## config.mk

```make
export PLATFORM = sky130hd
export DESIGN_NAME = fifo_win_sum_flat
export DESIGN_NICKNAME = d
export VERILOG_FILES = /design/src/rtl/fifo_win_sum_if.sv /design/src/rtl/fifo_win_sum.sv /design/src/flat_wrapper.sv
export SDC_FILE = /design/constraint.sdc
export NUM_CORES = 1
export LEC_CHECK = 0
export CORE_UTILIZATION = 48
export DETAILED_ROUTE_END_ITERATION = 7
export HOLD_SLACK_MARGIN = 0.1
export PLACE_DENSITY = 0.65
export REMOVE_ABC_BUFFERS = 1
export SETUP_SLACK_MARGIN = 0.05
export SYNTH_ARGS = -nofsm -noshare
export SYNTH_HDL_FRONTEND = slang
export SYNTH_SLANG_ARGS = --single-unit
export TNS_END_PERCENT = 100
```

## constraint.sdc

```tcl
create_clock -name sys_clk -period 13.5 [get_ports sys_clk]
set_input_delay 2.7 -clock sys_clk [delete_from_list [all_inputs] [get_ports sys_clk]]
set_output_delay 2.7 -clock sys_clk [all_outputs]
set_load 0.005 [all_outputs]
```

## src/rtl/fifo_win_sum_if.sv

```systemverilog
// Stream interface for fifo_win_sum: input sample strobe and registered window-sum result.
// The master drives samples and consumes sums; the slave is the summer itself.
interface fifo_win_sum_if #(
    parameter int DW = 8,
    parameter int OW = 8
);
    logic          pi_flag;
    logic [DW-1:0] pi_data;
    logic          po_flag;
    logic [OW-1:0] po_sum;
    logic          po_last;

    modport master (
        output pi_flag, pi_data,
        input  po_flag, po_sum, po_last
    );

    modport slave (
        input  pi_flag, pi_data,
        output po_flag, po_sum, po_last
    );
endinterface

```

## src/rtl/fifo_win_sum.sv

```systemverilog
// Vertical sliding-window summer over a ROWS x COLS raster stream, one-cycle latency.
// Optional macro FIFO_WIN_SUM_SAT_EN clamps the sum to 2^OW-1 instead of wrapping.
module fifo_win_sum #(
    parameter int DW   = 8,
    parameter int OW   = 8,
    parameter int WIN  = 3,
    parameter int COLS = 50,
    parameter int ROWS = 50
) (
    input logic               sys_clk,
    input logic               sys_rst,
    fifo_win_sum_if.slave     bus
);
    localparam int SW = DW + $clog2(WIN);
    localparam int XW = (SW > OW) ? SW : OW;
    localparam int HW = (WIN - 1) * DW;
    localparam int CW = $clog2(COLS);
    localparam int RW = $clog2(ROWS);

    logic [HW-1:0] line_mem [COLS];
    logic [HW-1:0] rd_entry;
    logic [HW-1:0] wr_entry;
    logic [CW-1:0] col_cnt;
    logic [RW-1:0] row_cnt;
    logic [SW-1:0] sum;
    logic [OW-1:0] sum_rs;
    logic          accept;
    logic          col_wrap;
    logic          row_wrap;

    assign accept   = bus.pi_flag && !sys_rst;
    assign col_wrap = (col_cnt == CW'(COLS - 1));
    assign row_wrap = (row_cnt == RW'(ROWS - 1));
    assign rd_entry = line_mem[col_cnt];

    // h[0] (row just above) lives in the low DW bits; shifting left ages every sample by one row.
    generate
        if (WIN == 2) begin : g_hist1
            assign wr_entry = bus.pi_data;
        end else begin : g_histn
            assign wr_entry = {rd_entry[HW-DW-1:0], bus.pi_data};
        end
    endgenerate

    always_comb begin
        sum = SW'(bus.pi_data);
        for (int i = 0; i < WIN - 1; i++) begin
            sum = sum + SW'(rd_entry[i*DW +: DW]);
        end
    end

`ifdef FIFO_WIN_SUM_SAT_EN
    always_comb begin
        sum_rs = OW'(sum);
        if (XW'(sum) > XW'({OW{1'b1}})) begin
            sum_rs = {OW{1'b1}};
        end
    end
`else
    assign sum_rs = OW'(sum);
`endif

    // History is never reset: the fill rows after any reset overwrite it before it is summed.
    always_ff @(posedge sys_clk) begin
        if (accept) begin
            line_mem[col_cnt] <= wr_entry;
        end
    end

    always_ff @(posedge sys_clk) begin
        if (sys_rst) begin
            col_cnt     <= '0;
            row_cnt     <= '0;
            bus.po_flag <= 1'b0;
            bus.po_sum  <= '0;
            bus.po_last <= 1'b0;
        end else begin
            bus.po_flag <= 1'b0;
            bus.po_last <= 1'b0;
            if (accept) begin
                if (row_cnt >= RW'(WIN - 1)) begin
                    bus.po_flag <= 1'b1;
                    bus.po_sum  <= sum_rs;
                    bus.po_last <= col_wrap && row_wrap;
                end
                if (col_wrap) begin
                    col_cnt <= '0;
                    row_cnt <= row_wrap ? '0 : row_cnt + 1'b1;
                end else begin
                    col_cnt <= col_cnt + 1'b1;
                end
            end
        end
    end
endmodule

```

## src/flat_wrapper.sv

```systemverilog
// flat-port wrapper written by rule: the top's interface ports become plain ports
module fifo_win_sum_flat 
#(
    parameter int DW   = 8,
    parameter int OW   = 8,
    parameter int WIN  = 3,
    parameter int COLS = 50,
    parameter int ROWS = 50
)
  (sys_clk, sys_rst, bus_pi_flag, bus_pi_data, bus_po_flag, bus_po_sum, bus_po_last);
  fifo_win_sum_if #(.DW(DW), .OW(OW)) bus_i ();
  input logic sys_clk;
  input logic sys_rst;
  input wire logic [$bits(bus_i.pi_flag)-1:0] bus_pi_flag;
  input wire logic [$bits(bus_i.pi_data)-1:0] bus_pi_data;
  output wire logic [$bits(bus_i.po_flag)-1:0] bus_po_flag;
  output wire logic [$bits(bus_i.po_sum)-1:0] bus_po_sum;
  output wire logic [$bits(bus_i.po_last)-1:0] bus_po_last;
  assign bus_i.pi_flag = bus_pi_flag;
  assign bus_i.pi_data = bus_pi_data;
  assign bus_po_flag = bus_i.po_flag;
  assign bus_po_sum = bus_i.po_sum;
  assign bus_po_last = bus_i.po_last;
  fifo_win_sum #(.DW(DW), .OW(OW), .WIN(WIN), .COLS(COLS), .ROWS(ROWS)) u_core (.sys_clk(sys_clk), .sys_rst(sys_rst), .bus(bus_i));
endmodule
```

==> results of run 1 <==
-- critical path, stage by stage, from the launching register on --
cell	delay [ns]
sky130_fd_sc_hd__dfxtp_4	0.74
sky130_fd_sc_hd__buf_12	0.66
sky130_fd_sc_hd__mux4_2	0.61
sky130_fd_sc_hd__mux4_2	0.54
sky130_fd_sc_hd__mux4_2	0.89
sky130_fd_sc_hd__fa_1	0.61
sky130_fd_sc_hd__ha_1	0.23
sky130_fd_sc_hd__fa_1	0.47
sky130_fd_sc_hd__a21o_1	0.19
sky130_fd_sc_hd__a311o_1	0.35
sky130_fd_sc_hd__a21oi_1	0.18
sky130_fd_sc_hd__xnor2_1	0.17
sky130_fd_sc_hd__nand3_1	0.12
sky130_fd_sc_hd__and4_4	0.21
sky130_fd_sc_hd__or3_1	0.30
-- where the power goes --
| group | total [uW] | switching [uW] | leakage [uW] | internal, uW |
|---|---|---|---|---|
| combinational | 298 | 175 | 0.00251 | 123 |
| sequential | 2850 | 9.47 | 0.00742 | 2840 |
| clock | 2230 | 939 | 0.00128 | 1290 |
| total | 5380 | 1120 | 0.0112 | 4260 |
-- cells in the mapped netlist (3+ instances only) --
| library cell | n | area [sq um] |
|---|---|---|
| sky130_fd_sc_hd__mux4_2 | 229 | 5160 |
| sky130_fd_sc_hd__buf_2 | 16 | 80.1 |
| sky130_fd_sc_hd__nand2b_1 | 4 | 25.0 |
| sky130_fd_sc_hd__nand3_1 | 11 | 55.1 |
| sky130_fd_sc_hd__and3_1 | 3 | 18.8 |
| sky130_fd_sc_hd__nand4_1 | 6 | 37.5 |
| sky130_fd_sc_hd__o21a_1 | 3 | 22.5 |
| sky130_fd_sc_hd__nor2_1 | 66 | 248 |
| sky130_fd_sc_hd__nor2b_1 | 5 | 31.3 |
| sky130_fd_sc_hd__mux2_2 | 12 | 135 |
| sky130_fd_sc_hd__inv_1 | 17 | 63.8 |
| sky130_fd_sc_hd__or3b_2 | 3 | 26.3 |
| sky130_fd_sc_hd__o21ai_0 | 9 | 45.0 |
| sky130_fd_sc_hd__xor2_1 | 7 | 61.3 |
| sky130_fd_sc_hd__or3_1 | 3 | 18.8 |
| sky130_fd_sc_hd__nor3_1 | 4 | 20.0 |
| sky130_fd_sc_hd__buf_6 | 4 | 45.0 |
| sky130_fd_sc_hd__ha_1 | 11 | 138 |
| sky130_fd_sc_hd__buf_4 | 12 | 90.1 |
| sky130_fd_sc_hd__mux4_1 | 6 | 158 |
| sky130_fd_sc_hd__dfxtp_1 | 28 | 561 |
| sky130_fd_sc_hd__nor3b_1 | 4 | 30.0 |
| sky130_fd_sc_hd__nand2_1 | 40 | 150 |
| sky130_fd_sc_hd__fa_1 | 8 | 160 |
| sky130_fd_sc_hd__a21o_1 | 3 | 22.5 |
| sky130_fd_sc_hd__clkbuf_1 | 31 | 116 |
| sky130_fd_sc_hd__mux2i_1 | 28 | 280 |
| sky130_fd_sc_hd__xnor2_1 | 5 | 43.8 |
| sky130_fd_sc_hd__buf_1 | 8 | 30.0 |
| sky130_fd_sc_hd__edfxtp_1 | 800 | 24000 |
| sky130_fd_sc_hd__nand3b_1 | 6 | 45.0 |
| sky130_fd_sc_hd__a21oi_1 | 14 | 70.1 |
| sky130_fd_sc_hd__o211ai_1 | 6 | 45.0 |
| sky130_fd_sc_hd__a211oi_1 | 3 | 22.5 |
-- metal layers --
layer  share of wire [%]  track usage, %  wire [um]  up-vias
met5                   0               0          0        -
li1                    -               -          -     6223
met3                 8.0            4.62       6030      127
met2                  48            36.1      36300      616
met4                 3.2            7.62       2370        0
met1                  40            31.6      30300     8039
-- area by class of cell --
cell class | count | area share, %
repair buffers | 84 | 1.79
clock inverters | 49 | 1.24
inverters | 18 | 0.189
flip-flops and latches | 828 | 67.5
multi-input cells | 519 | 20.3
clock buffers | 100 | 5.93
well taps | 864 | 2.97
-- state kept, by name, summed over array words and instances, names as in the netlist, named ones only --
name and count:
u_core.bus.po_flag 1, u_core.bus.po_last 1, u_core.bus.po_sum 8, u_core.col_cnt 6
u_core.line_mem 800, u_core.row_cnt 6
-- worst paths after layout --
check	end	slack, ns	startpoint
worst max-delay path	u_core.bus.po_sum[7]	6.98	flop
worst min-delay path	u_core.bus.po_sum[2]	0.49	u_core.bus.po_sum[2]
worst max register to register	u_core.bus.po_sum[7]	6.98	flop
worst min register to register	u_core.bus.po_sum[2]	0.49	u_core.bus.po_sum[2]
-- per-stage QoR --
stage | setup slack, ns | cells
floorplan | 0.865 | 1365
global placement | 6.97 | 2313
detailed placement | 6.92 | 2313
CTS | 6.90 | 2462
global route | 6.58 | 2462
finish | 6.98 | 2462
-- cells by family (layout without fill, tap and decap cells) --
group                      count (synthesis)  after routing  synth area share, %
AOI/OAI and AO/OA                         52             52                 1.07
xor gates and xnor gates                  12             12                0.326
adders and majority gates                 19             19                0.924
buffers and inverters                     89            251                 1.33
DFF                                      828            828                 76.3
muxes                                    275            275                 17.8
and+or+nand+nor                          161            161                 2.32
==> out/metrics.yaml, run 1 <==
status:
  status: "complete, no violations"
place:
  placedInstanceArea_sq_um: 33800
  io_buffers: 20
  gp_congestion: 0.817
  detailed_place_hpwl_um: 41000
pwr:
  p_leak_uw: 0.0112
  worst_ir_drop_vdd_mv: 0.123
  cellPowerDensity_nw_per_um2: 148
  fin_total_pwr_uw: 5380
clock_tree:
  cts_tree: "built"
  cts_max_path_buffers: 3
  ctsRootBufferMaster: "sky130_fd_sc_hd__clkbuf_16"
  clock_pin_slew_worst_setup_and_hold_paths_ns: 0.07
  holdBufCountCts: 0
  cts_inserted_buffers: 82
  cts_sinks: 828
  clock_latency_ns: 0.63
  clock_tree.htree_level_count: 3
  post_cts_resized: 0
  post-cts-setup-buffers: 0
cells_and_area:
  layout.filler_cells: 4877
  final_nets: 1563
  register_area_sq_um: 24600
  final_cell_mix: "sky130_fd_sc_hd__edfxtp_1, sky130_fd_sc_hd__mux4_2, sky130_fd_sc_hd__clkbuf_16"
  insertedDiodeCount: 0
  multi_input_comb_area_sq_um: 7400
  postLayoutCoreUtil_pct: 55.1
  syn2layout_area_growth_pct: 13.0
  design_area_sq_um: 36400
  fraction_of_final_layout_cells_sized_beyond_drive_strength_1_pct: 30.9
  mostFrequentLayoutCell: "sky130_fd_sc_hd__edfxtp_1"
die:
  design.core.area_sq_um: 66100
  die_height_um: 261
  dieWidth_um: 261
  dieArea_sq_um: 68200
  initial_core_util_pct: 48.8
  ios: 21
  rows: 94
detailed_routing:
  post_drt_wl_per_cell_um: 30.5
  drtIter0Drc: 1845
  drt_first_pass_iters: 7
  totalWireLength_um: 75000
  via_total_after_detailed_routing: 15000
  drc: 0
  drtAntennaViolNets: 0
  drt-vias-per-instance: 6.09
synthesis:
  ys_types: 50
  synthesis.instances: 1436
  synth_edf_count: 800
  synth-warning-count: 0
  dominantRegCellSynth: "sky130_fd_sc_hd__edfxtp_1"
  async_reset_ff_share_pct: 0
  netlist_area_pre_place_sq_um: 32200
  post_synth.cell_area_avg_sq_um: 22.5
  seq_area_frac_synth_pct: 76.3
  number_of_register_bits_inferred_by_synthesis: 828
sta:
  timing.setup.tns_ns: 0
  relSlewSlack_pct: 28.6
  hold_viol: 0
  max_freq_mhz: 153
  drv_slew: 0
  post_route_clock_period_utilization_pct: 48.3
  final_setup_violations: 0
  tightest_slew_ns: 1.07
  hold_slack_ns: 0.493
  period_needed_ns: 6.52
  rsz0062_at_grt: "no"
  skew_ns: 0.0251
worst_setup_path:
  worst_setup_path_end_kind: "flop"
  critPathRequiredTime_ns: 14.01
  worst-r2r-cell-count: 14
  worst-setup-path-type: "reg -> reg"
  startpoint_type: "flop"
  timing.critical_path.fanout_max: 108
  timing.critical_path.arrival_ns: 7.03
flow_run:
  cap_viol_max_count: 0
worst_hold_path:
  worstHoldPathType: "reg -> reg"
  hold_path_depth: 2
global_routing:
  antenna_found_initial: 0
  largest_net_degree_at_the_start_of_global_routing: 109
  grt_pass1_vias: 15200
  grt_first_pass_wirelength_um: 108000
  grt.overflow.total: 0
  track_usage_pct: 22.7
(Power assumes the default switching activity.)
==> run 2: changes to the inputs <==
--- a/config.mk
+++ b/config.mk
@@ -8,7 +8,7 @@
 export CORE_UTILIZATION = 48
 export DETAILED_ROUTE_END_ITERATION = 7
 export HOLD_SLACK_MARGIN = 0.1
-export PLACE_DENSITY = 0.65
+export PLACE_DENSITY = 0.68
 export REMOVE_ABC_BUFFERS = 1
 export SETUP_SLACK_MARGIN = 0.05
 export SYNTH_ARGS = -nofsm -noshare
==> constraint.sdc (replaced) <==
create_clock -name sys_clk -period 5.7 [get_ports sys_clk]
set_input_delay 1.14 -clock sys_clk [delete_from_list [all_inputs] [get_ports sys_clk]]
set_output_delay 1.14 -clock sys_clk [all_outputs]
set_load 0.005 [all_outputs]
==> run 2 against run 1 <==
Effect of this change:
- register-to-register slack worse by 6.6 ns
- utilization is 0.29 points higher
- global-route usage is 0.29 points higher
- non-clock buffer count is 30 higher
- sequential power is 140% higher
- die area stayed put
- maximum frequency is 24% higher
- clock skew is 0.011 ns higher
- clock-buffer cell count is 1 higher
- largest cell class unchanged
- largest power group unchanged
- highest routed layer unchanged
==> out/metrics.yaml, run 2 (synthesized netlist as in run 1, its figures left out) <==
die:
  initial_core_util_pct: 48.8
  dieArea_sq_um: 68200
  dieWidth_um: 261
  design.core.area_sq_um: 66100
  ios: 21
  die_height_um: 261
  rows: 94
pwr:
  power_frac_seq_pct: 53.6
  power.switching_fraction_pct: 21.5
  worst_ir_drop_vdd_mv: 0.269
  cellPowerDensity_nw_per_um2: 344
  share_clk_of_total_power_pct: 40.3
  p_leak_uw: 0.0113
  fin_total_pwr_uw: 12600
  power_frac_comb_pct: 6.0
  cellInternalPower_uw: 9890
  power_dissipated_by_switching_net_loads_uw: 2700
global_routing:
  track_usage_pct: 23.0
  grt.overflow.total: 0
  antenna_found_initial: 2
  largest_net_degree_at_the_start_of_global_routing: 53
  grt_pass1_vias: 15700
  grt_first_pass_wirelength_um: 110000
place:
  io_buffers: 20
  gp_congestion: 0.869
  detailed_place_hpwl_um: 42900
  placedInstanceArea_sq_um: 34100
worst_setup_path:
  worst-setup-path-type: "reg -> reg"
  worst_path_dominant_cell_family: "multiplexers"
  timing.critical_path.arrival_ns: 5.79
  cp_slowest_cell: "sky130_fd_sc_hd__dfxtp_4"
  slowest_stage_delay_cp_ns: 0.60
  critical_path.most_common_cell: "sky130_fd_sc_hd__mux4_2"
  critPathRequiredTime_ns: 6.22
  worst_setup_path_end_kind: "flop"
  startpoint_type: "flop"
  cp_cell_instances: "buf_12 -> mux4_2 -> mux4_2 -> mux4_2 -> fa_1 -> ha_1 -> fa_1 -> a21o_1 -> a311o_1 -> a21oi_1 -> xnor2_1 -> nand3_1 -> and4_4 -> or3_1"
  timing.critical_path.buf_inv: 1
  timing.critical_path.fanout_max: 26
clock_tree:
  ctsRootBufferMaster: "sky130_fd_sc_hd__clkbuf_16"
  cts_inserted_buffers: 82
  clock_latency_ns: 0.65
  cts_sinks: 828
  post-cts-setup-buffers: 0
  holdBufCountCts: 0
  cts_max_path_buffers: 3
  clock_tree.htree_level_count: 3
  post_cts_resized: 0
  cts_tree: "built"
  clock_pin_slew_worst_setup_and_hold_paths_ns: 0.06
cells_and_area:
  final_cell_mix: "sky130_fd_sc_hd__edfxtp_1, sky130_fd_sc_hd__mux4_2, sky130_fd_sc_hd__buf_4"
  syn2layout_area_growth_pct: 13.5
  final_nets: 1593
  design_area_sq_um: 36600
  mostFrequentLayoutCell: "sky130_fd_sc_hd__edfxtp_1"
  largest_register: "u_core.line_mem"
  largest_reg_flops: 800
  reg.largest.list: "u_core.line_mem: 800 flops, u_core.bus.po_sum: 8 flops"
  fraction_of_final_layout_cells_sized_beyond_drive_strength_1_pct: 31.5
  postLayoutCoreUtil_pct: 55.4
sta:
  timing.setup.tns_ns: 0
  tightest_slew_ns: 1.25
  drv_slew: 0
  post_route_clock_period_utilization_pct: 92.5
  max_freq_mhz: 190
  hold_viol: 0
  final_setup_violations: 0
  rsz0062_at_grt: "no"
  relSlewSlack_pct: 16.4
  period_needed_ns: 5.27
  skew_ns: 0.0366
detailed_routing:
  totalWireLength_um: 75500
  drtIter0Drc: 1862
  post_drt_wl_per_cell_um: 30.3
  drc: 0
  drt-vias-per-instance: 6.18
  via_total_after_detailed_routing: 15400
  drtAntennaViolNets: 0
  drt_first_pass_iters: 5
worst_hold_path:
  worstHoldPathType: "reg -> reg"
status:
  status: "complete, no violations"
flow_run:
  cap_viol_max_count: 0
run 2: changes by cell type in the layout (fill, tap and decap cells not counted), moves of 2 or more:
cell,previous run,this run
sky130_fd_sc_hd__buf_12,1,9
sky130_fd_sc_hd__buf_4,63,85
sky130_fd_sc_hd__bufinv_16,8,3
sky130_fd_sc_hd__clkbuf_1,15,17
sky130_fd_sc_hd__clkbuf_8,2,0
sky130_fd_sc_hd__clkinv_1,16,20
sky130_fd_sc_hd__clkinv_2,20,14
sky130_fd_sc_hd__clkinv_4,0,2
sky130_fd_sc_hd__diode_2,0,2
sky130_fd_sc_hd__nor2_2,38,41
sky130_fd_sc_hd__nor2_4,7,4
run 2: final cells by class:
type | count | area [sq um]
clock inverters | 44 | 325
well taps | 864 | 1080
multi-input cells | 519 | 7390
fillers | 4909 | 29500
inverters | 18 | 68.8
diodes | 2 | 5.00
clock buffers | 101 | 2170
flip-flops and latches | 828 | 24600
repair buffers | 114 | 978
run 2: worst paths after layout:
check                       startpoint                   end  slack, ns  cells past startpoint
setup reg to reg                  flop  u_core.bus.po_sum[7]       0.43                     14
hold / removal    u_core.bus.po_sum[1]  u_core.bus.po_sum[1]       0.48                      2
setup / recovery                  flop  u_core.bus.po_sum[7]       0.43                     14
hold reg to reg   u_core.bus.po_sum[1]  u_core.bus.po_sum[1]       0.48                      2
run 2: power groups by stage:
stage / Combinational (uW) / Clock [uW] / Sequential (uW)
finish: 759 / 5080 / 6750
detailed placement: 763 / 0 / 6880
global placement: 743 / 0 / 6880
global route: 805 / 5370 / 6750
CTS: 765 / 5150 / 6750
floorplan: 499 / 0 / 6940
run 2: per-layer routing:
metal | track usage (%) | routed length, um
met4 | 7.38 | 2290
met5 | 0 | 0
met1 | 31.8 | 30300
met2 | 36.8 | 36900
met3 | 4.79 | 5980
run 2: worst min-delay path: cells and delay by family, from the launching register on:
family / cells / cell delay, ns
and+or+nand+nor: 1 / 0.06
AOI/OAI and AO/OA: 1 / 0.06
DFF: 1 / 0.31
run 2: metrics by stage:
step           hold WS (ns)  setup slack [ns]  cells
2_1_floorplan         0.465             -6.94   1365
3_3_place_gp          0.469             0.489   2343
3_5_place_dp          0.478             0.429   2343
4_1_cts               0.488             0.419   2488
5_1_grt               0.514            0.0969   2488
6_report              0.483             0.430   2490
==> run 3: changes to the inputs <==
--- a/config.mk
+++ b/config.mk
@@ -7,8 +7,9 @@
 export LEC_CHECK = 0
 export CORE_UTILIZATION = 48
 export DETAILED_ROUTE_END_ITERATION = 7
+export DONT_BUFFER_PORTS = 1
 export HOLD_SLACK_MARGIN = 0.1
-export PLACE_DENSITY = 0.68
+export PLACE_DENSITY = 0.67
 export REMOVE_ABC_BUFFERS = 1
 export SETUP_SLACK_MARGIN = 0.05
 export SYNTH_ARGS = -nofsm -noshare
==> constraint.sdc (replaced) <==
create_clock -name sys_clk -period 5.7 [get_ports sys_clk]
set_input_delay 0.57 -clock sys_clk [delete_from_list [all_inputs] [get_ports sys_clk]]
set_output_delay 0.57 -clock sys_clk [all_outputs]
set_load 0.005 [all_outputs]
==> run 3 against run 2 <==
Effect of this change:
- the flow now finishes with violations (design-rule violations)
- largest power group unchanged
- highest routed layer unchanged
- clock power is 9.8% higher
- critical path type unchanged
- global-route usage is 0.12 points lower
- clock-buffer cell count is 2 higher
- sequential power hardly changed
- critical endpoint unchanged
- worst setup slack worse by 0.095 ns
- hold slack worse by 0.35 ns
==> out/metrics.yaml, run 3 (synthesized netlist as in run 1, its figures left out) <==
die:
  design.core.area_sq_um: 66100
  die_height_um: 261
  ios: 21
  initial_core_util_pct: 48.8
  dieWidth_um: 261
  rows: 94
  dieArea_sq_um: 68200
cells_and_area:
  final_nets: 1586
  largest_reg_flops: 800
  reg.largest.list: "u_core.line_mem: 800 flops, u_core.bus.po_sum: 8 flops"
  register_area_sq_um: 24600
  mostFrequentLayoutCell: "sky130_fd_sc_hd__edfxtp_1"
  fraction_of_final_layout_cells_sized_beyond_drive_strength_1_pct: 32.4
  layout.filler_cells: 4848
  largest_register: "u_core.line_mem"
  final_cell_mix: "sky130_fd_sc_hd__edfxtp_1, sky130_fd_sc_hd__mux4_2, sky130_fd_sc_hd__buf_4"
  insertedDiodeCount: 0
  final-instance-count-excl-fill: 2486
  multi_input_comb_area_sq_um: 7370
  syn2layout_area_growth_pct: 14.4
status:
  status: "finished, violations left"
  failed_checks: "design-rule violations"
clock_tree:
  cts_tree: "built"
  clock_latency_ns: 0.64
  clock_tree.htree_level_count: 3
  post-cts-setup-buffers: 0
  ctsRootBufferMaster: "sky130_fd_sc_hd__clkbuf_16"
  clock_pin_slew_worst_setup_and_hold_paths_ns: 0.06
  cts_max_path_buffers: 3
  cts_inserted_buffers: 84
  cts_sinks: 828
  post_cts_resized: 0
detailed_routing:
  post_drt_wl_per_cell_um: 30.4
  drtIter0Drc: 1934
  drt-vias-per-instance: 6.12
  drtAntennaViolNets: 0
  drt_first_pass_iters: 8
  totalWireLength_um: 75500
  drc: 1
  via_total_after_detailed_routing: 15200
worst_setup_path:
  timing.critical_path.arrival_ns: 5.90
  startpoint_type: "flop"
  worst-setup-path-type: "reg -> reg"
  timing.critical_path.fanout_max: 25
  critPathRequiredTime_ns: 6.23
  worst_setup_path_end_kind: "flop"
worst_hold_path:
  worstHoldPathType: "in -> reg"
pwr:
  worst_ir_drop_vdd_mv: 0.302
  p_leak_uw: 0.0115
  power_frac_seq_pct: 51.7
  fin_total_pwr_uw: 13100
  cellPowerDensity_nw_per_um2: 355
  cellInternalPower_uw: 10400
  power_dissipated_by_switching_net_loads_uw: 2700
  share_clk_of_total_power_pct: 42.7
  power_frac_comb_pct: 5.7
  power.switching_fraction_pct: 20.7
global_routing:
  grt.overflow.total: 0
  antenna_found_initial: 3
  grt.met1_usage_pct: 32.6
  gr-usage-met3_pct: 4.01
  grt_first_pass_wirelength_um: 109000
  global_route.peak_usage_layer: "met2"
  gr-usage-met2_pct: 36.0
  largest_net_degree_at_the_start_of_global_routing: 51
  track_usage_pct: 22.9
  grt_pass1_vias: 15500
sta:
  timing.setup.tns_ns: 0
  drv_slew: 0
  rsz0062_at_grt: "no"
  skew_ns: 0.0315
  tightest_slew_ns: 1.23
  max_freq_mhz: 186
  final.setup.worst_slack_ns: 0.335
  hold_viol: 0
  relSlewSlack_pct: 18.0
  period_needed_ns: 5.37
  final_setup_violations: 0
  post_route_clock_period_utilization_pct: 94.1
  hold_slack_ns: 0.133
place:
  preCtsSetupSlack_ns: 0.315
  detailed_place_hpwl_um: 41800
  post-place-cells: 2324
  io_buffers: 0
  gp_congestion: 0.870
flow_run:
  cap_viol_max_count: 0
-- run 3: final timing paths --
kind	slack [ns]	to	cells after the start	from
worst max-delay path	0.33	u_core.bus.po_sum[7]	13	flop
worst min-delay path	0.13	u_core.bus.po_sum[4]	2	sys_rst
worst max register to register	0.33	u_core.bus.po_sum[7]	13	flop
worst min register to register	0.50	u_core.bus.po_sum[1]	2	u_core.bus.po_sum[1]
-- run 3: area by class of cell --
type	instances	area share, %
Clock buffer	103	6.01
Tap cell	864	2.93
Sequential cell	828	66.7
Timing Repair Buffer	105	2.63
Clock inverter	49	1.56
Multi-Input combinational cell	519	20.0
Inverter	18	0.187
-- run 3: metal layers --
layer / vias to the layer above / routed length (um)
met5: - / 0
met4: 0 / 2220
met3: 124 / 6150
met2: 635 / 36400
met1: 8197 / 30700
li1: 6267 / -
-- run 3: metrics by stage --
stage          utilization [%]  instance area (sq um)
2_1_floorplan                -                  31900
3_3_place_gp              51.3                  33900
3_5_place_dp              51.3                  33900
4_1_cts                   55.8                  36900
6_report                  55.8                  36900
5_1_grt                   55.8                  36900
-- run 3: what timing repair did --
action	in CTS	in global routing
hold buffers	10	0
setup endpoints to repair	0	0
hold endpoints to repair	416	0
-- run 3: power by group through the flow --
stage | combinational, uW | clock (uW) | sequential [uW]
3_5_place_dp | 683 | 0 | 6890
2_1_floorplan | 499 | 0 | 6940
6_report | 740 | 5580 | 6760
3_3_place_gp | 669 | 0 | 6890
4_1_cts | 745 | 5670 | 6760
5_1_grt | 786 | 5880 | 6750
-- run 3: worst max-delay path, cell delays in order (launching register included) --
cell                      delay [ns]
sky130_fd_sc_hd__dfxtp_4        0.70
sky130_fd_sc_hd__buf_4          0.39
sky130_fd_sc_hd__mux4_2         0.55
sky130_fd_sc_hd__mux4_2         0.52
sky130_fd_sc_hd__mux4_2         0.54
sky130_fd_sc_hd__fa_1           0.52
sky130_fd_sc_hd__fa_1           0.42
sky130_fd_sc_hd__a21o_1         0.20
sky130_fd_sc_hd__a311o_1        0.36
sky130_fd_sc_hd__a21oi_1        0.20
sky130_fd_sc_hd__xnor2_1        0.17
sky130_fd_sc_hd__nand3_1        0.13
sky130_fd_sc_hd__and4_4         0.22
sky130_fd_sc_hd__or3_1          0.29
